===== src/rtl/accel_bus_pkg.sv =====
// Shared definitions for the accelerator bus arbiter: bus widths, FSM
// encoding, default error read data and accelerator register addresses.
package accel_bus_pkg;

  localparam int ADDR_W = 32;
  localparam int DATA_W = 32;
  localparam int STRB_W = 4;

  // Returned to the master when the slave never answers.
  localparam logic [DATA_W-1:0] ERR_RDATA_DEF = 32'hDEAD_BEEF;

  // Matmul accelerator register map.
  localparam logic [ADDR_W-1:0] ACC_OPERAND_ADDR = 32'h0100_3000;
  localparam logic [ADDR_W-1:0] ACC_RESULT_ADDR  = 32'h0100_3004;

  typedef enum logic [1:0] {
    ST_IDLE    = 2'd0,
    ST_BUSY    = 2'd1,
    ST_RELEASE = 2'd2
  } arb_state_t;

endpackage


===== src/rtl/accel_bus_arbiter_rr_arb2.sv =====
// Two-way round-robin pick. A lone requester always wins; on a tie the
// requester that was not granted last time wins.
module rr_arb2 (
  input  logic [1:0] req,
  input  logic       last,
  output logic       gnt_valid,
  output logic       gnt_idx
);

  // Combinational pick from the request vector and the last-grant pointer.
  always_comb begin
    gnt_valid = |req;
    gnt_idx   = 1'b0;
    case (req)
      2'b01:   gnt_idx = 1'b0;
      2'b10:   gnt_idx = 1'b1;
      2'b11:   gnt_idx = ~last;
      default: gnt_idx = 1'b0;
    endcase
  end

endmodule


===== src/rtl/accel_bus_arbiter.sv =====
// Two-master, one-slave arbiter for the native mem_valid/mem_ready bus in
// front of the matmul accelerator. One transaction in flight, round-robin
// grant, response timeout for unmapped addresses, and a release cycle so a
// slave that holds mem_ready until mem_valid drops is counted only once.
//
//   state      | meaning
//   -----------+------------------------------------------------------------
//   ST_IDLE    | no transaction; pick a requester and capture its request
//   ST_BUSY    | s_mem_valid high, waiting for slave ready or timeout
//   ST_RELEASE | one cycle: s_mem_valid low, ready pulse to granted master
module accel_bus_arbiter
  import accel_bus_pkg::*;
#(
  parameter int                TIMEOUT   = 256,
  parameter logic [DATA_W-1:0] ERR_RDATA = ERR_RDATA_DEF
) (
  input  logic              clk,
  input  logic              resetn,

  input  logic              m0_mem_valid,
  input  logic [ADDR_W-1:0] m0_mem_addr,
  input  logic [DATA_W-1:0] m0_mem_wdata,
  input  logic [STRB_W-1:0] m0_mem_wstrb,
  output logic              m0_mem_ready,
  output logic [DATA_W-1:0] m0_mem_rdata,

  input  logic              m1_mem_valid,
  input  logic [ADDR_W-1:0] m1_mem_addr,
  input  logic [DATA_W-1:0] m1_mem_wdata,
  input  logic [STRB_W-1:0] m1_mem_wstrb,
  output logic              m1_mem_ready,
  output logic [DATA_W-1:0] m1_mem_rdata,

  output logic              s_mem_valid,
  output logic [ADDR_W-1:0] s_mem_addr,
  output logic [DATA_W-1:0] s_mem_wdata,
  output logic [STRB_W-1:0] s_mem_wstrb,
  input  logic              s_mem_ready,
  input  logic [DATA_W-1:0] s_mem_rdata,

  output logic              timeout_err
);

  localparam int               CNT_W    = $clog2(TIMEOUT);
  localparam logic [CNT_W-1:0] CNT_LAST = CNT_W'(TIMEOUT - 1);

  arb_state_t        state;
  arb_state_t        state_next;
  logic [CNT_W-1:0]  count;
  logic              grant;
  logic              last;
  logic              pick_valid;
  logic              pick_idx;
  logic              do_grant;
  logic              resp_slave;
  logic              resp_timeout;
  logic              resp_any;
  logic [DATA_W-1:0] resp_data;

  rr_arb2 u_rr_arb2 (
    .req       ({m1_mem_valid, m0_mem_valid}),
    .last      (last),
    .gnt_valid (pick_valid),
    .gnt_idx   (pick_idx)
  );

  // State register.
  always_ff @(posedge clk or negedge resetn) begin
    if (!resetn) begin
      state <= ST_IDLE;
    end else begin
      state <= state_next;
    end
  end

  // Next state and per-cycle decisions; the slave response wins over a
  // timeout landing on the same edge. Slave ready outside BUSY is stale.
  always_comb begin
    state_next   = state;
    do_grant     = 1'b0;
    resp_slave   = 1'b0;
    resp_timeout = 1'b0;
    case (state)
      ST_IDLE: begin
        if (pick_valid) begin
          do_grant   = 1'b1;
          state_next = ST_BUSY;
        end
      end
      ST_BUSY: begin
        if (s_mem_ready) begin
          resp_slave = 1'b1;
          state_next = ST_RELEASE;
        end else if (count == CNT_LAST) begin
          resp_timeout = 1'b1;
          state_next   = ST_RELEASE;
        end
      end
      ST_RELEASE: state_next = ST_IDLE;
      default:    state_next = ST_IDLE;
    endcase
  end

  // Response payload: error word on timeout, slave data on reads, 0 on writes.
  always_comb begin
    resp_any  = resp_slave | resp_timeout;
    resp_data = '0;
    if (resp_timeout) begin
      resp_data = ERR_RDATA;
    end else if (resp_slave && (s_mem_wstrb == '0)) begin
      resp_data = s_mem_rdata;
    end
  end

  // Capture, timeout counter, response pulses and sticky error flag.
  always_ff @(posedge clk or negedge resetn) begin
    if (!resetn) begin
      s_mem_valid  <= 1'b0;
      s_mem_addr   <= '0;
      s_mem_wdata  <= '0;
      s_mem_wstrb  <= '0;
      m0_mem_ready <= 1'b0;
      m0_mem_rdata <= '0;
      m1_mem_ready <= 1'b0;
      m1_mem_rdata <= '0;
      timeout_err  <= 1'b0;
      count        <= '0;
      grant        <= 1'b0;
      last         <= 1'b1;
    end else begin
      s_mem_valid  <= (state_next == ST_BUSY);
      m0_mem_ready <= resp_any && !grant;
      m1_mem_ready <= resp_any && grant;
      if (resp_any && !grant) begin
        m0_mem_rdata <= resp_data;
      end
      if (resp_any && grant) begin
        m1_mem_rdata <= resp_data;
      end
      if (resp_timeout) begin
        timeout_err <= 1'b1;
      end
      if (do_grant) begin
        s_mem_addr  <= pick_idx ? m1_mem_addr  : m0_mem_addr;
        s_mem_wdata <= pick_idx ? m1_mem_wdata : m0_mem_wdata;
        s_mem_wstrb <= pick_idx ? m1_mem_wstrb : m0_mem_wstrb;
        grant       <= pick_idx;
        last        <= pick_idx;
        count       <= '0;
      end else if ((state == ST_BUSY) && !resp_any) begin
        count <= count + CNT_W'(1);
      end
    end
  end

endmodule


===== config.mk =====
export PLATFORM = sky130hd
export DESIGN_NAME = accel_bus_arbiter
export DESIGN_NICKNAME = d
export VERILOG_FILES = /design/src/rtl/accel_bus_pkg.sv /design/src/rtl/accel_bus_arbiter_rr_arb2.sv /design/src/rtl/accel_bus_arbiter.sv
export SDC_FILE = /design/constraint.sdc
export NUM_CORES = 1
export LEC_CHECK = 0
export ABC_CLOCK_PERIOD_IN_PS = 3600
export CORE_ASPECT_RATIO = 0.75
export CORE_MARGIN = 1.5
export CORE_UTILIZATION = 45
export DETAILED_ROUTE_END_ITERATION = 8
export PLACE_DENSITY = 0.87
export SYNTH_ARGS = -nofsm -noshare
export SYNTH_HDL_FRONTEND = slang
export SYNTH_SLANG_ARGS = --single-unit

===== constraint.sdc =====
create_clock -name clk -period 3.6 [get_ports clk]
set_input_delay 0.36 -clock clk [delete_from_list [all_inputs] [get_ports clk]]
set_output_delay 0.36 -clock clk [all_outputs]
set_load 0.005 [all_outputs]

# Word level (Yosys, flattened, before mapping)
# Index checks and enable logic that the tools add are counted.
# totals
ff_bits	148
out_inout_bits	136
elab_cells	50
in_bits	173
# op_classes
reduce_logical	10
add_sub_neg	1
n_eq_ne	5
n_bitwise	2
n_mux	19
# op_table
cell	count
$mux 32	4
$mux 8	2
$add 8x1->8 const B	1
$eq 8x8->1 const B	1
$mux 1	7
$mux 2	3
$eq 2x1->1 const B	2
$eq 2x2->1 const B	2
$logic_and 1x1->1	4
$logic_not 4->1	1
$mux 4	1
$pmux 2 s2	1
$logic_not 1->1	2
$logic_not 2->1	1
$pmux 1 s2	1
$reduce_bool 2->1	1
$reduce_or 2->1	1
$not 1->1	1
$or 1x1->1	1

# Longest topological paths before layout
# logic_depth
word_depth	9
depth_mapped	8
depth_no_buf	6

# Hierarchy
# From an unflattened synthesis, not the netlist that was laid out.
# hier_totals
cells_unflattened	535
hier_area_um2	6165.9
# by_module_without_submodules
mod	cells_per_inst	seq_area_each_um2	area_each_um2	instances
accel_bus_arbiter	533	3704.8	6152.2	1
rr_arb2	2	0.0	13.8	1

# Worst setup path after synthesis
# Ideal clock, no wire load.
# synth_timing
path_kind	register to register
from	register count[0]
to	register m0_mem_rdata[31]
required_ps	3527
setup_ps	73
t_arrival_ps	1618
period_less_slack_ps	1692
path_stages_with_launch	9
n_path_buf	2
slack_ps	1908
cell_sequence	dfrtp_1 > ha_1 > and4_4 > a21oi_2 > or3_1 > buf_6 > clkinv_8 > buf_12 > a2bb2oi_2
# synth_via
elab_chain_cells	6
word_cells_on_any_way	7
classes_between	1 x eq/ne; 4 x mux; 1 x bitwise; 1 x reduce/logical
# synth_rtl
item	line_no	rtl
from (decl)	accel_bus_arbiter.sv:49	logic [CNT_W-1:0] count;
from (signal assigned)	accel_bus_arbiter.sv:151	count <= count + CNT_W'(1);
$eq 8x8->1 (*)	accel_bus_arbiter.sv:94	end else if (count == CNT_LAST) begin
$mux 1 (*)	accel_bus_arbiter.sv:94	
$mux 1 (*)	accel_bus_arbiter.sv:91	if (s_mem_ready) begin
$mux 1 (*)	accel_bus_arbiter.sv:83	case (state)
$or 1x1->1	accel_bus_arbiter.sv:106	resp_any = resp_slave | resp_timeout;
$logic_and 1x1->1	accel_bus_arbiter.sv:134	if (resp_any && !grant) begin
to (signal assigned)	accel_bus_arbiter.sv:135	m0_mem_rdata <= resp_data;
to (decl)	accel_bus_arbiter.sv:25	output logic [DATA_W-1:0] m0_mem_rdata,
# Mark *: on every way between the ends. The rest lies on a longest branch, timed or not.
# A chain may end at the register's enable or synchronous reset.

# Final worst setup path
# layout_timing
from	register count[0]
to	register m1_mem_rdata[27]
# layout_via
elab_chain_cells	6
word_cells_on_any_way	7
classes_between	1 x eq/ne; 4 x mux; 1 x bitwise; 1 x reduce/logical
# layout_rtl
item	line_no	rtl
$eq 8x8->1 (*)	accel_bus_arbiter.sv:94	
$mux 1 (*)	accel_bus_arbiter.sv:94	
$mux 1 (*)	accel_bus_arbiter.sv:91	
$mux 1 (*)	accel_bus_arbiter.sv:83	
$or 1x1->1	accel_bus_arbiter.sv:106	
$logic_and 1x1->1	accel_bus_arbiter.sv:137	if (resp_any && grant) begin
to (signal assigned)	accel_bus_arbiter.sv:138	m1_mem_rdata <= resp_data;
to (decl)	accel_bus_arbiter.sv:32	output logic [DATA_W-1:0] m1_mem_rdata,
# Marked as above.

==> results.yml <==
run_status:
  status: "finished clean"
pwr:
  peakVddDrop_mv: 0.467
  power_switching_mw: 2.62
  p_per_area_mw_per_mm2: 810
  p_clk_frac: 0.220
  p_sw_frac: 0.312
  seqPwrFrac: 0.354
  p_int_mw: 5.79
  p_total_mw: 8.41
  leakage_nw: 4.35
  p_comb_frac: 0.426
cts:
  root_buffer: "clkbuf_16"
  clk_pin_slew_worst_paths_ns: 0.06
  post_cts_buffers: 0
  htreeDepth: 4
  cts_sinks: 148
  cts_buffer_depth: 2
  tritoncts: "done"
  cts_buffers: 17
  worstSkewPairLatency_ns: 0.42
grt:
  grt_pass1_vias: 5595
  use_met3: 0.0672
  grt_use_met2: 0.424
  grt_max_degree: 143
  grt_pass1_wl_um: 28800
  gr-usage-all-layers: 0.246
  grt.overflow.total: 0
  antenna_found_initial: 0
  grtUsageMet1: 0.290
  busiest_layer: "met2"
critical_path:
  worst_path_max_delay_cell: "or3_1"
  arrival_ns: 2.41
  cp_num_buf_inv: 1
  end_kind: "flip-flop"
  cp.required_ns: 3.89
  cp-start-kind: "flip-flop"
  path_cells: "ha_1 -> and4_4 -> a21oi_2 -> or3_1 -> clkinv_8 -> a2bb2oi_1"
  cpLargestDelayFamily: "simple AND/OR/NAND/NOR gates"
  crit_type: "reg2reg"
  slowest_delay_ns: 0.45
  worst-path-max-fanout: 25
drt:
  dr.pass1.iters: 4
  drt_first_iter_violations: 242
  finalWirelength_um: 18600
  drtAntennaViolNets: 0
  drc: 0
  vias_per_cell: 5.17
  vias: 5414
  wl_per_cell_um: 17.7
sta:
  period_share: 0.589
  max_freq_ghz: 0.472
  hold_violations: 0
  finalSetupTns_ns: 0
  period_minus_slack_ns: 2.12
  drv_slew: 0
  setup_viol: 0
  worstMarginPinSlew_ns: 0.883
  slew_headroom: 0.410
  fin_skew_ns: 0.00762
  rsz0062_at_grt: "no"
floorplanning:
  chipWidth_um: 143
  core_region_area_mm2: 0.0144
  fp-row-count: 38
  die_area_mm2: 0.0154
  initial_core_util: 0.458
  ios: 309
  die_h_um: 108
placement:
  io_buffer_count: 308
  place_congestion: 0.809
  dp_hpwl_um: 13500
synthesis:
  synth_edf_count: 0
  yosysWarnings: 0
  synth_cell_types: 42
  async_flop_share: 1.00
  syn_area_per_cell_um2: 12.2
  ys_seq_area_frac: 0.564
  syn_nets: 711
  syn_area_mm2: 0.00657
  netlist_instances: 537
  synthFlopType: "dfrtp_1"
  synth_seq_cells: 148
cells_and_area:
  diodes: 0
  drive_gt1_frac: 0.127
  syn_to_final_growth_pct: 58.0
  fin_nets: 1009
flow_run:
  drv_cap: 0
min_path:
  hold_class: "reg2reg"
## worst reg2reg max path, stage by stage, from the launching register on
cell and delay [ns]:
dfrtp_1 0.42, ha_1 0.26, and4_4 0.22, a21oi_2 0.16, or3_1 0.45, clkinv_8 0.27
a2bb2oi_1 0.21
## cells by family after synthesis
group           Yosys count  synth area share
compound gates          152             0.196
flops                   148             0.564
simple gates            125            0.0847
mux                      68             0.104
buf+inv                  41            0.0472
xor+xnor                  2           0.00267
fa+ha+maj                 1           0.00190
## stage by stage
stage / setup slack, ns / hold WS, ns / utilization / cells / area, µm²
after floorplan: 1.91 / 0.0644 / - / 537 / 6570
after global placement: 1.18 / 0.441 / 0.680 / 1015 / 9760
after detailed placement: 1.08 / 0.453 / 0.680 / 1015 / 9760
after CTS: 1.48 / 0.474 / 0.723 / 1048 / 10400
after global routing: 1.38 / 0.505 / 0.723 / 1048 / 10400
final: 1.48 / 0.471 / 0.723 / 1048 / 10400
## registers in the layout (all words and copies together), names as in the netlist
| register | flops |
|---|---|
| state | 2 |
| m0_mem_rdata | 32 |
| s_mem_wstrb | 4 |
| s_mem_valid | 1 |
| m0_mem_ready | 1 |
| s_mem_wdata | 32 |
| m1_mem_rdata | 32 |
| s_mem_addr | 32 |
| count | 8 |
| timeout_err | 1 |
| m1_mem_ready | 1 |
| grant | 1 |
| last | 1 |
## cell usage in the layout (no fill, tap or decap), drive strengths merged, types with 2 or more instances in the layout
| cell | synthesis | routed |
|---|---|---|
| a21oi | 4 | 4 |
| a22o | 16 | 16 |
| a2bb2oi | 48 | 48 |
| and3 | 2 | 2 |
| buf | 26 | 7 |
| bufinv | 0 | 3 |
| clkbuf | 10 | 19 |
| clkdlybuf4s50 | 0 | 307 |
| clkinv | 2 | 6 |
| dfrtp | 147 | 147 |
| inv | 3 | 8 |
| mux2i | 68 | 68 |
| nand2 | 97 | 97 |
| nand3 | 5 | 5 |
| nand3b | 2 | 2 |
| nand4 | 2 | 2 |
| nor2 | 8 | 8 |
| nor3 | 2 | 2 |
| o211ai | 3 | 3 |
| o21ai | 73 | 73 |
| o31ai | 3 | 3 |
| or3 | 2 | 2 |
| xor2 | 2 | 2 |
## final cells by class
| class | instances | area [µm²] |
|---|---|---|
| Sequential cell | 148 | 3700 |
| Multi-Input combinational cell | 348 | 2580 |
| Tap cell | 200 | 250 |
| Fill cell | 1004 | 3970 |
| Clock buffer | 19 | 443 |
| Inverter | 5 | 43.8 |
| Timing Repair Buffer | 315 | 3190 |
| Clock inverter | 13 | 173 |
## worst paths after layout
| check | start | endpoint | slack [ns] | cells past startpoint |
|---|---|---|---|---|
| max | count[0] | m1_mem_rdata[27] | 1.48 | 6 |
| max reg2reg | count[0] | m1_mem_rdata[27] | 1.48 | 6 |
| min in group asynchronous | resetn | m1_mem_rdata[3] | 0.54 | 2 |
| max in group asynchronous | resetn | m1_mem_rdata[18] | 2.19 | 3 |
| min reg2reg | timeout_err | timeout_err | 0.47 | 1 |
| min | timeout_err | timeout_err | 0.47 | 1 |
## cell usage after synthesis, types with 2 or more instances
| master | n | share of area |
|---|---|---|
| a2bb2oi_1 | 10 | 0.013 |
| o31ai_1 | 3 | 0.0034 |
| nor3_2 | 2 | 0.0030 |
| inv_1 | 3 | 0.0017 |
| a2bb2oi_2 | 38 | 0.087 |
| dfrtp_1 | 147 | 0.56 |
| nand3_1 | 5 | 0.0038 |
| nand4_1 | 2 | 0.0019 |
| clkinv_8 | 2 | 0.0049 |
| a21oi_1 | 3 | 0.0023 |
| o21ai_0 | 62 | 0.047 |
| mux2i_1 | 68 | 0.10 |
| buf_4 | 3 | 0.0034 |
| a22o_2 | 16 | 0.024 |
| buf_6 | 5 | 0.0086 |
| o211ai_1 | 3 | 0.0034 |
| o21ai_1 | 11 | 0.0084 |
| nand2_1 | 97 | 0.055 |
| buf_2 | 14 | 0.011 |
| nor2_2 | 2 | 0.0019 |
| buf_12 | 4 | 0.012 |
| or3_1 | 2 | 0.0019 |
| nand3b_1 | 2 | 0.0023 |
| nor2_1 | 5 | 0.0029 |
| clkbuf_1 | 10 | 0.0057 |
| xor2_1 | 2 | 0.0027 |
## power groups by stage
stage,clock (mW),sequential [mW],combinational [mW]
finish,1.85,2.98,3.58
floorplan,0,2.98,1.51
global placement,0,2.94,3.49
CTS,1.89,2.98,3.62
global route,1.97,3.07,3.86
detailed placement,0,3.00,3.59
## metal layers
layer	wire length (µm)	vias to the layer above
met1	7450	2625
met4	433	0
li1	-	2530
met2	9510	222
met5	0	-
met3	1170	37
## what timing repair did
action	4_1_cts	5_1_grt
hold buffers	1	0
hold endpoints to repair	4	0
endpoints found under the setup margin	0	0
gates resized for setup	0	0
Note: power is estimated with default switching activity, not from simulation.
